==> src/rtl/sound_cmd_sender.sv <==
// Main-CPU side sender for the sound-board command latch: queues command bytes and
// hands them to the board one at a time with data setup, an MCODE strobe and MS handshake.
module sound_cmd_sender #(
    parameter int DEPTH        = 8,
    parameter int SETUP_CYCLES = 2,
    parameter int ACK_TIMEOUT  = 16,
    localparam int CW          = $clog2(DEPTH + 1)
) (
    input  logic          clk,
    input  logic          RESETn,
    input  logic          pause,
    input  logic          cmd_wr,
    input  logic [7:0]    cmd_din,
    input  logic          flush,
    input  logic          err_clr,
    input  logic          MS,
    output logic [7:0]    snd_data,
    output logic          MCODE,
    output logic [CW-1:0] fifo_count,
    output logic          fifo_full,
    output logic          busy,
    output logic          overflow,
    output logic          ack_err
);

    localparam int AW = (DEPTH > 1) ? $clog2(DEPTH) : 1;
    localparam logic [3:0] SETUP_LAST = 4'(SETUP_CYCLES - 1);
    // The strobe clock itself counts toward the timeout, so WACK needs two fewer ticks.
    localparam logic [7:0] TO_LAST = (ACK_TIMEOUT > 1) ? 8'(ACK_TIMEOUT - 2) : 8'd0;

    typedef enum logic [2:0] {
        S_IDLE,
        S_SETUP,
        S_STROBE,
        S_WACK,
        S_WCLR
    } state_t;

    state_t        state, state_nxt;
    logic [3:0]    scnt, scnt_nxt;
    logic [7:0]    tcnt, tcnt_nxt;
    logic          mcode_nxt;
    logic          ack_set;
    logic          push, pop;
    logic [CW-1:0] count_nxt;
    logic [AW-1:0] wr_ptr, rd_ptr;
    logic [7:0]    mem [DEPTH];

    // NOTE: every variable assigned here gets a default first, so no latch can be inferred.
    always_comb begin
        push      = cmd_wr && !fifo_full;
        pop       = (state == S_IDLE) && !pause && (fifo_count != '0) && !MS;
        state_nxt = state;
        scnt_nxt  = scnt;
        tcnt_nxt  = tcnt;
        mcode_nxt = 1'b0;
        ack_set   = 1'b0;
        if (!pause) begin
            case (state)
                S_IDLE: begin
                    if (pop) begin
                        state_nxt = S_SETUP;
                        scnt_nxt  = '0;
                    end
                end
                S_SETUP: begin
                    if (scnt == SETUP_LAST) begin
                        state_nxt = S_STROBE;
                        mcode_nxt = 1'b1;
                    end else begin
                        scnt_nxt = scnt + 4'd1;
                    end
                end
                S_STROBE: begin
                    state_nxt = S_WACK;
                    tcnt_nxt  = '0;
                end
                S_WACK: begin
                    if (MS) begin
                        state_nxt = S_WCLR;
                    end else if (tcnt == TO_LAST) begin
                        ack_set   = 1'b1;
                        state_nxt = S_IDLE;
                    end else begin
                        tcnt_nxt = tcnt + 8'd1;
                    end
                end
                S_WCLR: begin
                    if (!MS) state_nxt = S_IDLE;
                end
                default: state_nxt = S_IDLE;
            endcase
        end

        if (flush) begin
            count_nxt = '0;
        end else begin
            count_nxt = fifo_count + CW'(push) - CW'(pop);
        end
    end

    // NOTE: sequential state uses non-blocking assignments so every register sees pre-edge values.
    always_ff @(posedge clk or negedge RESETn) begin
        if (!RESETn) begin
            state      <= S_IDLE;
            scnt       <= '0;
            tcnt       <= '0;
            wr_ptr     <= '0;
            rd_ptr     <= '0;
            snd_data   <= 8'h00;
            MCODE      <= 1'b0;
            fifo_count <= '0;
            fifo_full  <= 1'b0;
            busy       <= 1'b0;
            overflow   <= 1'b0;
            ack_err    <= 1'b0;
        end else begin
            state      <= state_nxt;
            scnt       <= scnt_nxt;
            tcnt       <= tcnt_nxt;
            MCODE      <= mcode_nxt;
            fifo_count <= count_nxt;
            fifo_full  <= (count_nxt == CW'(DEPTH));
            busy       <= (state_nxt != S_IDLE) || (count_nxt != '0);
            wr_ptr     <= flush ? '0 : wr_ptr + AW'(push);
            rd_ptr     <= flush ? '0 : rd_ptr + AW'(pop);
            if (pop) snd_data <= mem[rd_ptr];

            if (cmd_wr && fifo_full) overflow <= 1'b1;
            else if (err_clr)        overflow <= 1'b0;

            if (ack_set)      ack_err <= 1'b1;
            else if (err_clr) ack_err <= 1'b0;
        end
    end

    // NOTE: the storage array has no reset; the pointers and count decide what is valid.
    always_ff @(posedge clk) begin
        if (push) mem[wr_ptr] <= cmd_din;
    end

endmodule

==> config.mk <==
export PLATFORM = sky130hd
export DESIGN_NAME = sound_cmd_sender
export DESIGN_NICKNAME = d
export VERILOG_FILES = /design/src/rtl/sound_cmd_sender.sv
export SDC_FILE = /design/constraint.sdc
export NUM_CORES = 1
export LEC_CHECK = 0
export BUFFER_PORTS_ARGS = -buffer_cell sky130_fd_sc_hd__buf_2
export CAP_MARGIN = 20
export CORE_ASPECT_RATIO = 0.5
export CORE_MARGIN = 2
export CORE_UTILIZATION = 64
export CTS_CLUSTER_SIZE = 16
export DETAILED_ROUTE_END_ITERATION = 8
export MAX_ROUTING_LAYER = met4
export PLACE_DENSITY = 0.93
export SETUP_SLACK_MARGIN = 0.05
export SLEW_MARGIN = 20
export SYNTH_ARGS = -nofsm -noshare
export SYNTH_HDL_FRONTEND = slang
export SYNTH_SLANG_ARGS = --single-unit
export TNS_END_PERCENT = 50
==> constraint.sdc <==
create_clock -name clk -period 7.2 [get_ports clk]
set_clock_uncertainty 0.05 [all_clocks]
set_input_delay 1.44 -clock clk [delete_from_list [all_inputs] [get_ports clk]]
set_output_delay 1.44 -clock clk [all_outputs]
set_load 0.005 [all_outputs]
==> flow_metrics.env, run 1 <==
export IMPL_io_buffers=31
export IMPL_power_frac_seq_pct=47.4
export IMPL_final_hold_violation_count=0
export IMPL_required_ns=7.35
export IMPL_vias_per_cell=5.99
export IMPL_synth_top_area_share_pct=43.9
export IMPL_max_freq_mhz=256
export IMPL_p_sw_share_pct=29.3
export IMPL_setup_viol=0
export IMPL_timing_slew_headroom_pct=33.7
export IMPL_num_vias=2563
export IMPL_htreeDepth=3
export IMPL_yosysWarningCount=0
export IMPL_finalCritPeriodShare_pct=54.2
export IMPL_dp_hpwl_um=5670
export IMPL_min_period_ns=3.90
export IMPL_dieArea_um2=7560
export IMPL_die_w_um=121
export IMPL_slowest_stage="fa_1"
export IMPL_syn_inst=297
export IMPL_yosysMostFrequentCell="edfxtp_1"
export IMPL_io_pins=32
export IMPL_path_class="in -> reg"
export IMPL_cts_repair_resized=0
export IMPL_drt_iter0_markers=318
export IMPL_crit_fanout=17
export IMPL_antenna_found_initial=0
export IMPL_tns_ns=0
export IMPL_num_rows=21
export IMPL_ant_nets=0
export IMPL_gp_congestion=0.850
export IMPL_ys_types=48
export IMPL_grt_pass1_vias=2577
export IMPL_drc=0
export IMPL_slew_violations=0
export IMPL_critPathBufInv=3
export IMPL_clkPwrFrac_pct=30.6
export IMPL_grt_max_degree=39
export IMPL_drt_wl_total_um=8430
export IMPL_area_delta_synth_final_pct=12.8
export IMPL_grt_pass1_wl_um=13600
export IMPL_power_frac_comb_pct=22.0
export IMPL_first_pass_iters=4
export IMPL_cts_sinks=102
export IMPL_seq_area_frac_synth_pct=65.6
export IMPL_worst_pin_slew_ns=0.994
export IMPL_root_buffer="clkbuf_16"
export IMPL_maxCapViolations=0
export IMPL_cts_tree="yes"
export IMPL_synth_area_um2=4380
export IMPL_numCtsBuffers=9
export IMPL_postCtsHoldBufs=0
export IMPL_crit_chain="buf_2, nor3_4, o311ai_2, inv_1, ha_1, inv_1, ha_1, fa_1, nor2_1, nand2_1, o31ai_1, nand4_1"
export IMPL_layout_nets=360
export IMPL_n_antenna_cell=0
export IMPL_insertion_delay_ns=0.34
export IMPL_p_int_mw=1.18
export IMPL_peakVddDrop_mv=0.195
export IMPL_p_per_area_nw_per_um2=338
export IMPL_wire_per_inst_um=19.7
export IMPL_clk_pin_slew_worst_paths_ns=0.07
export IMPL_die_y_um=62.5
export IMPL_post_cts_buffers=0
export IMPL_synth_edf_count=64
export IMPL_ys_top_cells_by_count="64 x edfxtp_1, 38 x dfrtp_1, 20 x nor2_1, 19 x nand2_1, 17 x inv_1"
export IMPL_power_switching_mw=0.490
export IMPL_ys_flop_type="edfxtp_1"
export IMPL_core_um2=6650
export IMPL_layout_drive_gt1_share_pct=20.8
export IMPL_rsz0062_at_grt="no"
export IMPL_grt_usage_pct=25.5
export IMPL_power_mw=1.67
export IMPL_hp_class="reg -> reg"
export IMPL_cts_buffer_depth=2
export IMPL_synth_top_area_cell="edfxtp_1"
export IMPL_endpoint_kind="flip-flop"
export IMPL_slowest_delay_ns=0.44
export IMPL_ys_async_sr_fraction_pct=37.3
export IMPL_grt_overflow=0
export IMPL_cp_data_arrival_time_ns=4.05
export IMPL_start_util_pct=65.9
export IMPL_outcome="finished clean"
export IMPL_ys_top_cells_by_area="edfxtp_1 44%, dfrtp_1 22%, mux4_2 8.2%"
export IMPL_final_util_pct=74.3
export IMPL_synth_seq_cells=102
export IMPL_crit_family="adder cells"
export IMPL_synth_nets=326
export IMPL_fill_cells=358
export IMPL_syn_area_per_cell_um2=14.7
export IMPL_leakage_nw=1.92
export IMPL_start_kind="input port"
==> logic make-up after synthesis <==
logic type      synth area share [%]
compound gates                  5.77
simple gates                    10.5
fa+ha+maj                       4.17
buf+inv                         2.46
xor+xnor                        1.40
mux                             10.1
flops                           65.6
==> metrics by stage <==
| stage | hold slack [ns] | std cells | instance area, µm² | worst slack (ns) |
|---|---|---|---|---|
| final | 0.448 | 428 | 4940 | 3.30 |
| after floorplan | 0.423 | 297 | 4380 | 3.60 |
| after global placement | 0.412 | 412 | 4620 | 3.11 |
| after CTS | 0.449 | 428 | 4940 | 3.33 |
| after detailed placement | 0.420 | 412 | 4620 | 2.95 |
| after global routing | 0.467 | 428 | 4940 | 3.03 |
==> worst register-to-register path, stage by stage (launching register included) <==
cell	delay, ns
dfrtp_1	0.39
inv_1	0.09
ha_1	0.15
inv_1	0.05
o311ai_2	0.86
inv_1	0.30
ha_1	0.38
inv_1	0.04
ha_1	0.19
fa_1	0.39
xnor2_1	0.21
nand2_1	0.11
o31ai_1	0.22
nand4_1	0.11
==> layout make-up <==
type | instances | area [µm²] | share of cell area (%)
Clock buffer | 10 | 229 | 4.64
Clock inverter | 6 | 90.1 | 1.82
Inverter | 17 | 63.8 | 1.29
Multi-Input combinational cell | 168 | 1400 | 28.3
Sequential cell | 102 | 2870 | 58.2
Tap cell | 92 | 115 | 2.33
Timing Repair Buffer | 33 | 170 | 3.44
==> final timing paths <==
path | from | slack, ns | to | cells after the start
worst max-delay path | pause | 3.30 | busy | 12
worst min-delay path | snd_data[0] | 0.45 | snd_data[0] | 2
worst max register to register | fifo_count[2] | 3.52 | busy | 13
worst min register to register | snd_data[0] | 0.45 | snd_data[0] | 2
max in group asynchronous | RESETn | 5.37 | rd_ptr[0] | 1
min in group asynchronous | RESETn | 1.16 | tcnt[0] | 1
==> metal layers <==
layer	GRT usage (%)	vias up	part of all wire (%)
li1	-	1184	-
met1	33.0	1274	42
met2	39.7	95	51
met3	7.12	10	5.8
met4	8.58	0	1.1
met5	-	-	0
==> power by group through the flow <==
stage	Sequential, mW	Clock [mW]	Combinational [mW]
after CTS	0.791	0.517	0.368
final	0.793	0.511	0.368
after global routing	0.803	0.544	0.409
after detailed placement	0.801	0	0.363
after global placement	0.791	0	0.331
after floorplan	0.775	0	0.250
==> flip-flops by register name, summed over array words and instances, names as in the netlist <==
register and count:
MCODE 1, ack_err 1, busy 1, fifo_count 4
fifo_full 1, mem 64, overflow 1, rd_ptr 3
scnt 4, snd_data 8, state 3, tcnt 8
wr_ptr 3
==> cell usage in the layout, fill, tap and decap left out, drive strengths merged, types with 2 or more instances in the layout <==
cell type,count
o31ai,4
or4,3
nand3,5
nand2b,5
clkbuf,10
xnor2,3
nand4,4
inv,20
o22ai,2
ha,13
xor2,4
mux4,16
a21oi,6
edfxtp,64
and3,2
bufinv,2
and2,3
mux2i,8
nor2b,9
o211ai,3
dfrtp,38
nor4,2
o21ai,12
nor2,20
buf,33
nor3,6
a22o,2
nand2,20
and4,2
Power figures use the tool's default switching activity.
==> run 2, diff against run 1 <==
- CORE_UTILIZATION: 64 -> 59
- PLACE_DENSITY: 0.93 -> 0.87
- clock period: 7.2 -> 3.9 ns (I/O delays scaled with it)
==> run 2 against run 1 <==
  * Hold slack got worse by 0.020 ns
  * Sequential cell count unchanged
  * Sequential share of layout area unchanged
  * Critical path type is now reg -> reg
  * Critical endpoint unchanged
  * Largest power group unchanged
  * Highest routed layer unchanged
==> flow_metrics.env, run 2 (synthesized netlist as in run 1, its figures left out) <==
export IMPL_outcome="finished clean"
export IMPL_n_antenna_cell=0
export IMPL_htreeDepth=3
export IMPL_p_per_area_nw_per_um2=610
export IMPL_multi_input_comb_area_um2=1400
export IMPL_slew_violations=0
export IMPL_r2r_end="busy"
export IMPL_clk_pin_slew_worst_paths_ns=0.07
export IMPL_start_util_pct=60.2
export IMPL_dr_wl_met2_um=4040
export IMPL_dp_hpwl_um=5210
export IMPL_min_period_ns=2.97
export IMPL_gp_congestion=0.882
export IMPL_antenna_found_initial=0
export IMPL_root_buffer="clkbuf_16"
export IMPL_num_vias=2493
export IMPL_post_cts_buffers=0
export IMPL_hp_class="reg -> reg"
export IMPL_final_common_cell="edfxtp_1"
export IMPL_ant_nets=0
export IMPL_largest_register_ffs=64
export IMPL_grt_pass1_vias=2462
export IMPL_setup_viol=0
export IMPL_min_delay_path_depth=2
export IMPL_tns_ns=0
export IMPL_leakage_nw=1.92
export IMPL_hold_slack_ns=0.428
export IMPL_insertion_delay_ns=0.34
export IMPL_cts_tree="yes"
export IMPL_wl_met3_um=429
export IMPL_worst_pin_slew_ns=0.923
export IMPL_grt_max_degree=39
export IMPL_met1_length_um=3320
export IMPL_numCtsBuffers=9
export IMPL_io_pins=32
export IMPL_dieArea_um2=8170
export IMPL_endpoint_kind="flip-flop"
export IMPL_drc=0
export IMPL_grt_pass1_wl_um=12800
export IMPL_timing_slew_headroom_pct=38.3
export IMPL_first_pass_iters=4
export IMPL_peakVddDrop_mv=0.271
export IMPL_postCtsHoldBufs=0
export IMPL_vias_per_cell=5.76
export IMPL_die_w_um=126
export IMPL_path_class="reg -> reg"
export IMPL_reg2reg_slack_ns=0.93
export IMPL_num_rows=22
export IMPL_routed_top_layer="met4"
export IMPL_drt_iter0_markers=176
export IMPL_layout_drive_gt1_share_pct=21.4
export IMPL_holdPathEnd="snd_data[7]"
export IMPL_worstHoldStart="snd_data[7]"
export IMPL_maxCapViolations=0
export IMPL_cp_data_arrival_time_ns=3.13
export IMPL_cts_sinks=102
export IMPL_final_hold_violation_count=0
export IMPL_crit_fanout=6
export IMPL_seq_area_um2=2870
export IMPL_fill_cells=473
export IMPL_top_regs="mem x64, snd_data x8, tcnt x8"
export IMPL_core_um2=7270
export IMPL_finalCritPeriodShare_pct=76.2
export IMPL_grt_usage_pct=21.9
export IMPL_rsz0062_at_grt="no"
export IMPL_timing_rr_start="fifo_count[2]"
export IMPL_io_buffers=31
export IMPL_layout_common_cells="64 x edfxtp_1, 37 x dfrtp_1, 31 x buf_2"
export IMPL_die_y_um=64.9
export IMPL_cts_buffer_depth=2
export IMPL_rr_worst_depth=13
export IMPL_max_freq_mhz=336
export IMPL_cts_repair_resized=0
export IMPL_required_ns=4.06
export IMPL_regMostFlops="mem"
export IMPL_wire_per_inst_um=18.2
export IMPL_drt_wl_total_um=7880
export IMPL_area_delta_synth_final_pct=12.8
export IMPL_grt_overflow=0
export IMPL_start_kind="flip-flop"
export IMPL_layout_nets=361
export IMPL_cp_startpoint="fifo_count[2]"
[run 2: cell count changes in the layout (fill, tap and decap cells not counted), sizes merged]
cell / before / now
buf: 33 / 34
bufinv: 2 / 1
clkinvlp: 0 / 1
[run 2: worst max path at each step]
stage | endpoint | cells after the start
final | busy | 13
after global routing | busy | 13
after CTS | busy | 13
after detailed placement | busy | 12
after global placement | busy | 12
after floorplan | busy | 11
[run 2: report_power, final]
| part | leakage (nW) | switching [mW] | internal, mW |
|---|---|---|---|
| clock network | 0.147 | 0.392 | 0.510 |
| registers | 1.08 | 0.140 | 1.31 |
| logic | 0.688 | 0.354 | 0.305 |
| total | 1.92 | 0.885 | 2.13 |
[run 2: final cells by class]
cell class / count / area share [%]
clock buffers: 10 / 4.64
inverters: 17 / 1.29
well taps: 96 / 2.43
flip-flops and latches: 102 / 58.2
clock inverters: 6 / 1.57
repair buffers: 34 / 3.60
multi-input cells: 168 / 28.3
[run 2: per-layer routing]
| metal | vias up | global-route usage, % |
|---|---|---|
| met5 | - | - |
| met4 | 0 | 5.77 |
| met3 | 9 | 6.44 |
| met2 | 63 | 37.0 |
| met1 | 1240 | 26.5 |
| li1 | 1181 | - |
[run 2: metrics by stage]
| step | cell area [µm²] | power [mW] | utilization, % | cells | worst slack (ns) |
|---|---|---|---|---|---|
| final | 4940 | 3.01 | 68.0 | 433 | 0.928 |
| after detailed placement | 4630 | 2.12 | 63.7 | 417 | 0.659 |
| after CTS | 4940 | 3.03 | 68.0 | 433 | 0.932 |
| after global placement | 4630 | 2.08 | 63.7 | 417 | 0.766 |
| after floorplan | 4380 | 1.89 | - | 297 | 0.957 |
| after global routing | 4940 | 3.18 | 68.0 | 433 | 0.702 |
[run 2: worst max-delay path: stages, from the launching register on]
cell and delay, ns:
dfrtp_1 0.37, inv_1 0.09, ha_1 0.18, inv_1 0.05
o311ai_2 0.31, inv_1 0.17, ha_1 0.31, inv_1 0.03
ha_1 0.20, fa_1 0.40, xnor2_1 0.24, nand2_1 0.10
o31ai_1 0.21, nand4_1 0.11
==> run 3, diff against run 2 <==
- ABC_AREA: unset -> 1
- CORE_UTILIZATION: 59 -> 60
- PLACE_DENSITY: 0.87 -> 0.88
- clock period: 3.9 -> 3.1 ns (I/O delays scaled with it)
==> run 3 against run 2 <==
  * Maximum frequency up 19%
  * Worst setup slack worse by 0.33 ns
  * Synthesized area up 3.2%
==> flow_metrics.env, run 3 <==
export IMPL_outcome="finished clean"
export IMPL_ys_types=32
export IMPL_synth_area_um2=4520
export IMPL_postCtsHoldBufs=0
export IMPL_cts_buffer_depth=2
export IMPL_yosysWarningCount=0
export IMPL_num_rows=22
export IMPL_syn_inst=427
export IMPL_yosysMostFrequentCell="nor2_1"
export IMPL_cts_sinks=102
export IMPL_r2r_end="busy"
export IMPL_tns_ns=0
export IMPL_timing_slew_headroom_pct=29.8
export IMPL_io_pins=32
export IMPL_worst_pin_slew_ns=1.05
export IMPL_wire_per_inst_um=15.1
export IMPL_grt_overflow=0
export IMPL_ys_top_cells_by_count="85 x nor2_1, 64 x edfxtp_1, 56 x nand2_1, 43 x o21ai_0, 40 x inv_1"
export IMPL_ant_nets=0
export IMPL_insertion_delay_ns=0.34
export IMPL_synth_top_area_share_pct=42.5
export IMPL_leakage_nw=2.19
export IMPL_dieArea_um2=8280
export IMPL_antenna_found_initial=0
export IMPL_numCtsBuffers=9
export IMPL_ys_flop_type="edfxtp_1"
export IMPL_cts_repair_resized=0
export IMPL_layout_drive_gt1_share_pct=15.5
export IMPL_setup_viol=0
export IMPL_timing_rr_start="state[1]"
export IMPL_synth_edf_count=64
export IMPL_fill_cells=455
export IMPL_area_delta_synth_final_pct=13.6
export IMPL_layout_common_cells="85 x nor2_1, 64 x edfxtp_1, 56 x nand2_1"
export IMPL_slowest_stage="dfrtp_1"
export IMPL_final_hold_violation_count=0
export IMPL_hp_class="in -> async"
export IMPL_die_w_um=127
export IMPL_layout_nets=495
export IMPL_first_pass_iters=4
export IMPL_clk_pin_slew_worst_paths_ns=0.07
export IMPL_p_per_area_nw_per_um2=768
export IMPL_cp_data_arrival_time_ns=2.67
export IMPL_regMostFlops="mem"
export IMPL_drt_iter0_markers=338
export IMPL_synth_nets=456
export IMPL_crit_chain="nor2_2, nand3_2, nor2_4, ha_1, inv_1, ha_1, fa_1, inv_1, a21oi_1, nor2_1, nand2_1, nor2_1, nand3_1"
export IMPL_drt_wl_total_um=8540
export IMPL_final_common_cell="nor2_1"
export IMPL_synth_seq_cells=102
export IMPL_peakVddDrop_mv=0.331
export IMPL_top_regs="mem x64, snd_data x8, tcnt x8"
export IMPL_io_buffers=31
export IMPL_maxCapViolations=0
export IMPL_slowest_delay_ns=0.47
export IMPL_grt_pass1_vias=3038
export IMPL_drc=0
export IMPL_die_y_um=65.4
export IMPL_reg2reg_slack_ns=0.60
export IMPL_root_buffer="clkbuf_16"
export IMPL_vias_per_cell=5.49
export IMPL_grt_pass1_wl_um=14200
export IMPL_n_antenna_cell=0
export IMPL_rsz0062_at_grt="no"
export IMPL_required_ns=3.26
export IMPL_largest_register_ffs=64
export IMPL_power_mw=3.94
export IMPL_num_vias=3112
export IMPL_htreeDepth=3
export IMPL_post_cts_buffers=0
export IMPL_slew_violations=0
export IMPL_path_class="reg -> reg"
export IMPL_core_um2=7320
export IMPL_grt_usage_pct=23.5
export IMPL_dp_hpwl_um=5360
export IMPL_min_period_ns=2.50
export IMPL_synth_top_area_cell="edfxtp_1"
export IMPL_seq_area_frac_synth_pct=63.6
export IMPL_start_util_pct=61.7
export IMPL_endpoint_kind="flip-flop"
export IMPL_ys_async_sr_fraction_pct=37.3
export IMPL_ys_top_cells_by_area="edfxtp_1 43%, dfrtp_1 21%, nor2_1 7.1%"
export IMPL_grt_max_degree=39
export IMPL_gp_congestion=0.827
export IMPL_rr_worst_depth=13
export IMPL_crit_fanout=6
export IMPL_syn_area_per_cell_um2=10.6
export IMPL_finalCritPeriodShare_pct=80.7
export IMPL_cts_tree="yes"
export IMPL_max_freq_mhz=400
export IMPL_start_kind="flip-flop"
[run 3: cell count changes in the layout (fill, tap and decap cells not counted), moves of 5 or more]
cell / before / now
nor2_1: 20 / 85
nand2_1: 19 / 56
o21ai_0: 12 / 43
inv_1: 17 / 40
mux4_2: 16 / 0
nand3_1: 5 / 20
o211ai_1: 3 / 16
nor2b_1: 9 / 0
mux2i_1: 8 / 0
buf_4: 3 / 9
nand2b_1: 5 / 0
nor3_1: 5 / 0
[run 3: per-stage QoR]
stage	setup WS [ns]	utilization [%]	hold slack [ns]	instance area [µm²]	std cells
floorplan	0.550	-	0.274	4520	427
global placement	0.499	65.6	0.411	4800	551
detailed placement	0.408	65.6	0.418	4800	551
CTS	0.626	70.1	0.354	5130	567
global route	0.453	70.1	0.403	5130	567
finish	0.597	70.1	0.332	5130	567
[run 3: power by group]
group | total, mW | internal, mW | switching (mW)
logic | 0.982 | 0.353 | 0.629
registers | 1.76 | 1.63 | 0.124
clock network | 1.20 | 0.722 | 0.482
total | 3.94 | 2.71 | 1.24
[run 3: worst max path at each step]
stage | from | end | slack (ns) | cells past startpoint
2_1_floorplan | MS | busy | 0.55 | 14
3_3_place_gp | MS | busy | 0.50 | 14
3_5_place_dp | MS | busy | 0.41 | 14
4_1_cts | state[1] | busy | 0.63 | 13
5_1_grt | state[1] | busy | 0.45 | 13
6_report | state[1] | busy | 0.60 | 13
[run 3: final cells by class]
class                           instances  area [µm²]  area share (%)
Multi-Input combinational cell        272        1440            28.0
Tap cell                               96         120            2.34
Inverter                               41         154            3.00
Timing Repair Buffer                   40         223            4.34
Clock buffer                           10         229            4.46
Clock inverter                          6         100            1.95
Sequential cell                       102        2870            56.0
[run 3: critical path: cells and delay by family, from the launching register on]
family | cells | cell delay, ns
AO/OA/AOI/OAI | 1 | 0.09
adder cells (fa/ha/maj) | 3 | 0.83
buffers and inverters | 2 | 0.14
flip-flops | 1 | 0.47
AND/OR/NAND/NOR | 7 | 0.79
[run 3: kinds of logic (layout without fill, tap and decap cells)]
logic type	count (synthesis)	count (layout)	synth area share, %
xor+xnor	4	4	0.776
simple gates	183	183	18.0
buf+inv	53	97	4.65
fa+ha+maj	14	14	4.04
flops	102	102	63.6
compound gates	71	71	8.95
[run 3: metal layers]
metal,vias up,track usage (%),wire [µm]
met5,-,-,0
met4,0,9.75,104
met3,11,6.68,601
met2,101,37.5,4150
met1,1471,29.1,3690
li1,1529,-,-
